`src/rtl/fp_pkg.sv`:
```
// Shared float32 types and FSM state encoding for fixed-to-float stimulus paths.
package fp_pkg;

    localparam int FP_BIAS  = 127;
    localparam int FP_EXP_W = 8;
    localparam int FP_MAN_W = 23;

    typedef struct packed {
        logic                sign;
        logic [FP_EXP_W-1:0] exp;
        logic [FP_MAN_W-1:0] man;
    } float32_t;

    typedef enum logic {
        IDLE = 1'b0,
        RUN  = 1'b1
    } ramp_state_t;

endpackage

```
`src/rtl/fix2float.sv`:
```
// Combinational signed Q(32-FRAC_W).FRAC_W to float32 converter.
// Define FP_RAMP_ROUND_NEAREST_EN for round-to-nearest-even; default truncates.
module fix2float
    import fp_pkg::*;
#(
    parameter int FRAC_W = 16
) (
    input  logic [31:0] i_acc,
    output float32_t    o_float
);

`ifdef FP_RAMP_ROUND_NEAREST_EN
    localparam logic ROUND_EN = 1'b1;
`else
    localparam logic ROUND_EN = 1'b0;
`endif

    logic        w_sign;
    logic [31:0] w_mag;
    logic [4:0]  w_p;
    logic [31:0] w_norm;
    logic [7:0]  w_exp;
    logic        w_round;
    logic [23:0] w_man_sum;

    assign w_sign = i_acc[31];
    // 32'h80000000 negates to itself, which is exactly the unsigned magnitude 2^31
    assign w_mag  = w_sign ? (32'd0 - i_acc) : i_acc;

    // Leading-one detector: highest set bit wins
    always_comb begin
        w_p = 5'd0;
        for (int i = 0; i < 32; i++) begin
            w_p = w_mag[i] ? 5'(i) : w_p;
        end
    end

    assign w_norm    = w_mag << (5'd31 - w_p);
    assign w_exp     = 8'(10'(FP_BIAS) + 10'(w_p) - 10'(FRAC_W));
    assign w_round   = ROUND_EN & w_norm[7] & ((|w_norm[6:0]) | w_norm[8]);
    assign w_man_sum = {1'b0, w_norm[30:8]} + {23'd0, w_round};

    // Pack result; a zero magnitude leaves no leading one in w_norm[31]
    always_comb begin
        o_float = '0;
        if (!w_norm[31]) begin
            o_float = '0;
        end else if (w_man_sum[23]) begin
            o_float.sign = w_sign;
            o_float.exp  = w_exp + 8'd1;
            o_float.man  = 23'd0;
        end else begin
            o_float.sign = w_sign;
            o_float.exp  = w_exp;
            o_float.man  = w_man_sum[22:0];
        end
    end

endmodule

```
`src/rtl/fp_ramp_gen.sv`:
```
// Linear ramp stimulus source x[n] = start + n*step, emitted as float32 with valid/ready.
// Optional macro FP_RAMP_ROUND_NEAREST_EN selects round-to-nearest conversion.
module fp_ramp_gen
    import fp_pkg::*;
#(
    parameter int FRAC_W = 16,
    parameter int CNT_W  = 16
) (
    input  logic             clk,
    input  logic             rst,
    input  logic             start,
    input  logic [31:0]      start_val,
    input  logic [31:0]      step,
    input  logic [CNT_W-1:0] num_samples,
    output logic             out_valid,
    input  logic             out_ready,
    output logic [31:0]      x_out,
    output logic             busy,
    output logic             done
);

    ramp_state_t      r_state, w_state;
    logic [31:0]      r_acc, w_acc;
    logic [31:0]      r_step, w_step;
    logic [CNT_W-1:0] r_remaining, w_remaining;
    logic             r_valid, w_valid;
    logic [31:0]      r_x, w_x;
    logic             r_busy, w_busy;
    logic             r_done, w_done;

    logic [31:0]      w_acc_next;
    logic [31:0]      w_conv_in;
    float32_t         w_float;

    assign w_acc_next = r_acc + r_step;
    // One converter serves both the first sample and every subsequent one
    assign w_conv_in  = (r_state == IDLE) ? start_val : w_acc_next;

    fix2float #(.FRAC_W(FRAC_W)) u_fix2float (
        .i_acc  (w_conv_in),
        .o_float(w_float)
    );

    // State and datapath registers
    always_ff @(posedge clk or posedge rst) begin
        if (rst) begin
            r_state     <= IDLE;
            r_acc       <= 32'd0;
            r_step      <= 32'd0;
            r_remaining <= '0;
            r_valid     <= 1'b0;
            r_x         <= 32'd0;
            r_busy      <= 1'b0;
            r_done      <= 1'b0;
        end else begin
            r_state     <= w_state;
            r_acc       <= w_acc;
            r_step      <= w_step;
            r_remaining <= w_remaining;
            r_valid     <= w_valid;
            r_x         <= w_x;
            r_busy      <= w_busy;
            r_done      <= w_done;
        end
    end

    // Next-state and output logic
    always_comb begin
        w_state     = r_state;
        w_acc       = r_acc;
        w_step      = r_step;
        w_remaining = r_remaining;
        w_valid     = r_valid;
        w_x         = r_x;
        w_busy      = r_busy;
        w_done      = 1'b0;
        case (r_state)
            IDLE: begin
                if (start && (num_samples != '0)) begin
                    w_state     = RUN;
                    w_acc       = start_val;
                    w_step      = step;
                    w_remaining = num_samples;
                    w_x         = w_float;
                    w_valid     = 1'b1;
                    w_busy      = 1'b1;
                end else if (start) begin
                    w_done = 1'b1;
                end else begin
                    w_state = IDLE;
                end
            end
            RUN: begin
                if (r_valid && out_ready && (r_remaining > CNT_W'(1))) begin
                    w_acc       = w_acc_next;
                    w_x         = w_float;
                    w_remaining = r_remaining - CNT_W'(1);
                end else if (r_valid && out_ready) begin
                    w_state     = IDLE;
                    w_remaining = '0;
                    w_valid     = 1'b0;
                    w_busy      = 1'b0;
                    w_done      = 1'b1;
                end else begin
                    w_state = RUN;
                end
            end
            default: begin
                w_state = IDLE;
                w_valid = 1'b0;
                w_busy  = 1'b0;
            end
        endcase
    end

    assign out_valid = r_valid;
    assign x_out     = r_x;
    assign busy      = r_busy;
    assign done      = r_done;

endmodule

```
`config.mk`:
```
export PLATFORM = sky130hd
export DESIGN_NAME = fp_ramp_gen
export DESIGN_NICKNAME = d
export VERILOG_FILES = /design/src/rtl/fp_pkg.sv /design/src/rtl/fix2float.sv /design/src/rtl/fp_ramp_gen.sv
export SDC_FILE = /design/constraint.sdc
export NUM_CORES = 1
export LEC_CHECK = 0
export ABC_AREA = 0
export CAP_MARGIN = 20
export CORE_ASPECT_RATIO = 1.75
export CORE_UTILIZATION = 54
export CTS_BUF_LIST = sky130_fd_sc_hd__clkbuf_8
export CTS_CLUSTER_SIZE = 24
export DETAILED_ROUTE_END_ITERATION = 6
export DONT_BUFFER_PORTS = 1
export HOLD_SLACK_MARGIN = 0.15
export PLACE_DENSITY = 0.69
export SYNTH_ARGS = -nofsm -noshare
export SYNTH_HDL_FRONTEND = slang
export SYNTH_SLANG_ARGS = --single-unit
```
`constraint.sdc`:
```
create_clock -name clk -period 12.5 [get_ports clk]
set_input_delay 2.5 -clock clk [delete_from_list [all_inputs] [get_ports clk]]
set_output_delay 2.5 -clock clk [all_outputs]
set_load 0.05 [all_outputs]
```
# After elaboration in Yosys (flattened, before gate mapping)
# Cells that the tools add are included.
totals:
  register_bits: 115
  latch_bits: 0
  ram_bits: 0
  mem_bits_ro: 0
  input_bits: 84
  output_inout_bits: 35
  wordCells: 86
  mem_count: 0
classes:
  n_addsub: 6
  n_mul: 0
  div_mod_pow: 0
  n_lt_le_gt_ge: 1
  n_eq_ne: 5
  n_shift: 1
  mux: 57
  n_bitwise: 1
  reduce_logical: 8
op_table:
  columns: ["operator", "count"]
  rows:
  - ["2-to-1 mux 32 bit", 7]
  - ["2-to-1 mux 5 bit", 30]
  - ["one-hot mux 32 bit (2 select lines)", 2]
  - ["2-to-1 mux 16 bit", 3]
  - ["adder 32 bit", 1]
  - ["one-hot mux 16 bit (2 select lines)", 1]
  - ["<< shifter 32 x 5 -> 32 bit", 1]
  - ["subtractor 1 x 32 -> 32 bit (first input constant)", 1]
  - ["> comparator 16 x 1 -> 1 bit (second input constant)", 1]
  - ["nonzero test 16 bit", 1]
  - ["subtractor 16 x 1 -> 16 bit (second input constant)", 1]
  - ["2-to-1 mux 1 bit", 11]
  - ["adder 7 x 5 -> 8 bit (first input constant)", 1]
  - ["subtractor 8 x 5 -> 8 bit (second input constant)", 1]
  - ["!= test 2 x 1 -> 1 bit (second input constant)", 3]
  - ["one-hot mux 1 bit (2 select lines)", 3]
  - ["AND reduction 2 bit", 3]
  - ["subtractor 5 bit (first input constant)", 1]
  - ["logical AND 1 bit", 3]
  - ["!= test 3 x 1 -> 1 bit (second input constant)", 1]
  - ["AND reduction 3 bit", 1]
  - ["!= test 2 bit (second input constant)", 1]
  - ["inverter 1 bit", 1]

# Longest topological paths before layout
logic_depth:
  ltp_word: 40
  mapped_depth: 29
  ltp_nobuf: 19

# Cells and area by module
# From an unflattened synthesis, not the netlist that was laid out.
hier_totals:
  hier_cells: 1355
  area_unflattened_um2: 10560.1
modules_own_cells:
  columns: ["module", "n_inst", "cells_per_inst", "area_each_um2", "seq_area_each_um2"]
  rows:
  - ["fp_ramp_gen", 1, 792, 6735.2, 2877.8]
  - ["fix2float", 1, 563, 3824.9, 0.0]

# Least setup slack after synthesis
# OpenSTA, ideal clock, no wires.
synth_path:
  path_type: "input port to flip-flop"
  startpoint: "input start_val[2]"
  endpoint: "register r_x[12], in the netlist x_out[12]"
  setup_time_ps: 121
  arrival_ps: 7098
  required_time_ps: 12379
  setup_slack_ps: 5281
  cell_stages: 18
  n_path_buf: 2
  cell_sequence: "mux2i_1 > nand2_1 > or4_4 > or3_4 > or4_4 > nor4_2 > buf_4 > a41oi_1 > xnor2_1 > or4b_1 > o21ai_1 > buf_4 > mux2i_1 > mux2i_1 > mux2i_1 > nand2_1 > o211a_1 > a22o_1"
synth_between:
  elab_chain_cells: 38
  elab_cells_between_ends: 39
  classes_between: "add/sub: 2; shift: 1; mux: 36"
synth_rtl:
  columns: ["element", "line_no", "rtl"]
  rows:
  - ["from (decl)", "fp_ramp_gen.sv:12", "input logic [31:0] start_val,"]
  - ["2-to-1 mux 32 bit (*)", "fp_ramp_gen.sv:37", "assign w_conv_in = (r_state == IDLE) ? start_val : w_acc_next;"]
  - ["subtractor 1 x 32 -> 32 bit", "fix2float.sv:28", "assign w_mag = w_sign ? (32'd0 - i_acc) : i_acc;"]
  - ["2-to-1 mux 32 bit (*)", "fix2float.sv:28", null]
  - ["2-to-1 mux 5 bit (30 in series)", "fix2float.sv:34", "w_p = w_mag[i] ? 5'(i) : w_p;"]
  - ["subtractor 5 bit", "fix2float.sv:38", "assign w_norm = w_mag << (5'd31 - w_p);"]
  - ["<< shifter 32 x 5 -> 32 bit (*)", "fix2float.sv:38", null]
  - ["2-to-1 mux 32 bit (*)", "fix2float.sv:46", "if (!w_norm[31]) begin"]
  - ["2-to-1 mux 32 bit, on equally long branches", "fp_ramp_gen.sv:94, fp_ramp_gen.sv:79", null]
  - ["one-hot mux 32 bit (2 select lines) (*)", "fp_ramp_gen.sv:77", "case (r_state)"]
  - ["to (signal assigned)", "fp_ramp_gen.sv:61", "r_x <= w_x;"]
  - ["to (decl)", "fp_ramp_gen.sv:27", "logic [31:0] r_x, w_x;"]
# Mark *: on every way between the ends. The rest lies on a longest branch, timed or not. The select of a mux whose other input is x is not followed.
# A chain may end at the register's enable or synchronous reset.

# Worst setup path after layout
layout_path:
  startpoint: "input start_val[2]"
  endpoint: "register r_x[24], in the netlist x_out[24]"
layout_between:
  elab_chain_cells: 38
  elab_cells_between_ends: 41
  classes_between: "add/sub: 4; shift: 1; mux: 36"
layout_rtl:
  columns: ["element", "line_no"]
  rows:
  - ["2-to-1 mux 32 bit (*)", "fp_ramp_gen.sv:37"]
  - ["subtractor 1 x 32 -> 32 bit", "fix2float.sv:28"]
  - ["2-to-1 mux 32 bit (*)", "fix2float.sv:28"]
  - ["2-to-1 mux 5 bit (30 in series)", "fix2float.sv:34"]
  - ["adder 7 x 5 -> 8 bit or subtractor 5 bit (tied branches)", "fix2float.sv:39, fix2float.sv:38"]
  - ["subtractor 8 x 5 -> 8 bit or << shifter 32 x 5 -> 32 bit (tied branches)", "fix2float.sv:39, fix2float.sv:38"]
  - ["2-to-1 mux 32 bit (*)", "fix2float.sv:46"]
  - ["2-to-1 mux 32 bit, on equally long branches", "fp_ramp_gen.sv:94, fp_ramp_gen.sv:79"]
  - ["one-hot mux 32 bit (2 select lines) (*)", "fp_ramp_gen.sv:77"]
# Marks and branches as above.

==> impl_metrics.toml <==
[clock_tree]
ctsHoldBuffers = 0
ctsResizeCount = 0
clock_path_buffers = 2
cts_made_buffers = 17
cts_num_sinks = 115
cts_setup_buffers = 0
h-tree-depth = 4
cts-root-buf = "clkbuf_8"
cts_tree = "built"
clk_latency_ps = 490
clkTransAtPathRegs_ps = 80

[layout]
final_nets = 1442
fin_util_pct = 58.0
n_antenna_cell = 0
area_delta_synth_final_pct = 4.83
final-seq-area_um2 = 2880
multi_input_area_um2 = 7630
fillers = 1882
drive_gt1_share_pct = 10.6

[power_and_ir_drop]
seq_power_share_pct = 48.6
intPower_w = 0.000577
switchingPower_w = 0.000188
p_leak_nw = 5.07
peakVddDrop_uv = 68.8
pwr-share-comb_pct = 1.1
power.total_w = 0.000765
powerDensity_nw_per_um2 = 66.8
p_clk_share_pct = 50.3
swShare_pct = 24.5

[outcome]
status = "complete, no violations"

[yosys]
synth_area_um2 = 10900
synth_edf_count = 0
synth_async_sr_flop_share_pct = 100
yosys.area.top_type = "dfrtp_1"
yosysWarningCount = 0
synth_seq_cells = 115
postSynthCellCount = 1365
synth_area_leaders = "dfrtp_1, mux2_2, nor2_1, a21oi_1, mux2i_1"
ys_seq_area_share_pct = 26.3
yosysUniqueCellTypes = 93
yosysTopAreaCellShare_pct = 26.3
syn_avg_cell_area_um2 = 8.00
synth_ff_type = "dfrtp_1"
syn-num-nets = 1485
synthTopCellsByCount = "nor2_1, nand2_1, dfrtp_1"
synth.most_common_cell = "nor2_1"

[timing]
finalSetupTns_ps = 0
tightest_slew_ps = 1040
hold_ws_ps = 493
fin_crit_sh_pct = 67.5
finClkSkew_ps = 14.2
finalSetupViolations = 0
max_slew_margin_pct = 29.1
final-hold-violation-count = 0
slew_viol_final = 0
rsz0062_at_grt = "no"
period_minus_slack_ps = 8440
fmaxAchievable_mhz = 119
setup_slack_ps = 4060

[placement]
hpwl_um = 25300
portBuffers = 0
pre_cts_ws_ps = 3720
routabilityCongestion = 1.03

[routing]
wl_per_cell_um = 21.5
dr_total_vias = 10800
drc_errors = 0
dr.pass1.iters = 6
postRouteAntennaNets = 0
drtIter0Drc = 693
routed_wl_um = 34000
detail_route.vias_per_cell = 6.86

[die]
rows = 68
initial_utilization_pct = 55.3
dieArea_um2 = 20800
die-width_um = 110
die_y_um = 190
core_area_um2 = 19700
ios = 119

[worst_setup_path]
cp-start-kind = "input port"
cp_max_fo = 30
crit_type = "input port to flop"
arrival_ps = 8820
worstPathRequired_ps = 12880
crit_path_end_kind = "flop"

[global_route]
grt_overflow_total = 0
grt_util_all_layers_pct = 33.7
grt_pass1_vias = 10500
grt_pass1_wl_um = 54200
grt_max_degree = 68
antenna_found_initial = 0

[min_path]
hold_path_class = "flop to flop"

[run]
drv_cap = 0
## logic make-up after synthesis
kind of cell	Yosys count	share of synthesized area [%]
flip-flops	115	26.3
XOR/XNOR	38	3.12
AND/OR/NAND/NOR	495	22.1
multiplexers	106	10.5
adder cells (fa/ha/maj)	36	4.19
buffers and inverters	102	4.01
AO/OA/AOI/OAI	473	29.8
## final timing paths
path,slack [ps],endpoint,cells past startpoint,from
worst min register to register,490,r_remaining[3],2,r_remaining[3]
min in group asynchronous,1990,r_remaining[9],1,rst
max in group asynchronous,9260,r_step[23],2,rst
worst max register to register,4480,x_out[24],20,r_acc[0]
worst min-delay path,490,r_remaining[3],2,r_remaining[3]
worst max-delay path,4060,x_out[24],17,start_val[2]
## cell type report
cell class / count / area share (%)
repair buffers: 14 / 0.918
well taps: 245 / 2.68
multi-input cells: 1148 / 66.7
clock inverters: 14 / 1.55
clock buffers: 18 / 2.16
inverters: 26 / 0.874
flip-flops and latches: 115 / 25.1
## metrics by stage
step | std cells | instance area [um^2]
after floorplan | 1365 | 10900
after global placement | 1547 | 11000
after detailed placement | 1547 | 11000
after CTS | 1579 | 11400
after global routing | 1580 | 11400
final | 1580 | 11400
## cell usage in the layout (no fill, tap or decap), types with 7 or more instances in the layout
cell       netlist  routed
o221ai_1         7       7
buf_4            4      14
a2111oi_0        7       7
clkbuf_8         0      18
ha_1            35      35
nor4_1          16      16
xnor2_1         25      25
and2_1          12      12
a22oi_1         19      19
xor2_1          12      12
and4_1           8       8
nand3_1         32      32
o211ai_1        17      17
nand2b_1        19      18
and3_1          19      18
a211o_1         13      13
a21o_1          15      15
nor3_1          39      39
mux2i_1         49      49
mux2_2          56      56
o21a_1          11      11
inv_1           25      23
a31oi_1         16      16
nand2_1        121     121
o31ai_1         15      15
o21ai_0         92      92
o22ai_1          8       8
a221oi_1        13      13
a211oi_1        21      21
nor2b_1          8       8
or3_1           14      14
nand4_1         10      10
dfrtp_1        115     114
nor2_1         160     157
a21oi_1        111     111
## power by group through the flow
| stage | logic, W | clock network, W | registers [W] |
|---|---|---|---|
| final | 0.00000816 | 0.000385 | 0.000372 |
| after global routing | 0.00000990 | 0.000405 | 0.000372 |
| after CTS | 0.00000878 | 0.000391 | 0.000372 |
| after detailed placement | 0.00000877 | 0 | 0.000379 |
| after global placement | 0.00000867 | 0 | 0.000379 |
| after floorplan | 0.00000597 | 0 | 0.000379 |
## worst max-delay path: stages
cell	delay [ps]
mux2i_1	460
nand2_1	240
or4_4	490
or3_4	380
or4_4	540
nor4_2	760
and4_1	360
a31oi_1	100
o32a_1	260
a2111oi_0	670
nor2_2	80
buf_4	270
inv_2	480
mux2_2	460
a22oi_2	260
o21ai_2	160
a221oi_1	290
## state kept, by name (all words and copies together) (netlist names)
signal,count
busy,1
done,1
r_acc,32
r_remaining,16
r_state,1
r_step,32
x_out,32
## metal layers
layer / wire (um) / vias up / track usage, % / part of all wire, %
met5: 0 / - / 0 / 0
met4: 2080 / 0 / 21.6 / 6.1
met1: 12900 / 5138 / 37.8 / 38
li1: - / 5136 / - / -
met3: 2000 / 132 / 6.17 / 5.9
met2: 16900 / 432 / 57.3 / 50
(Power assumes the default switching activity.)
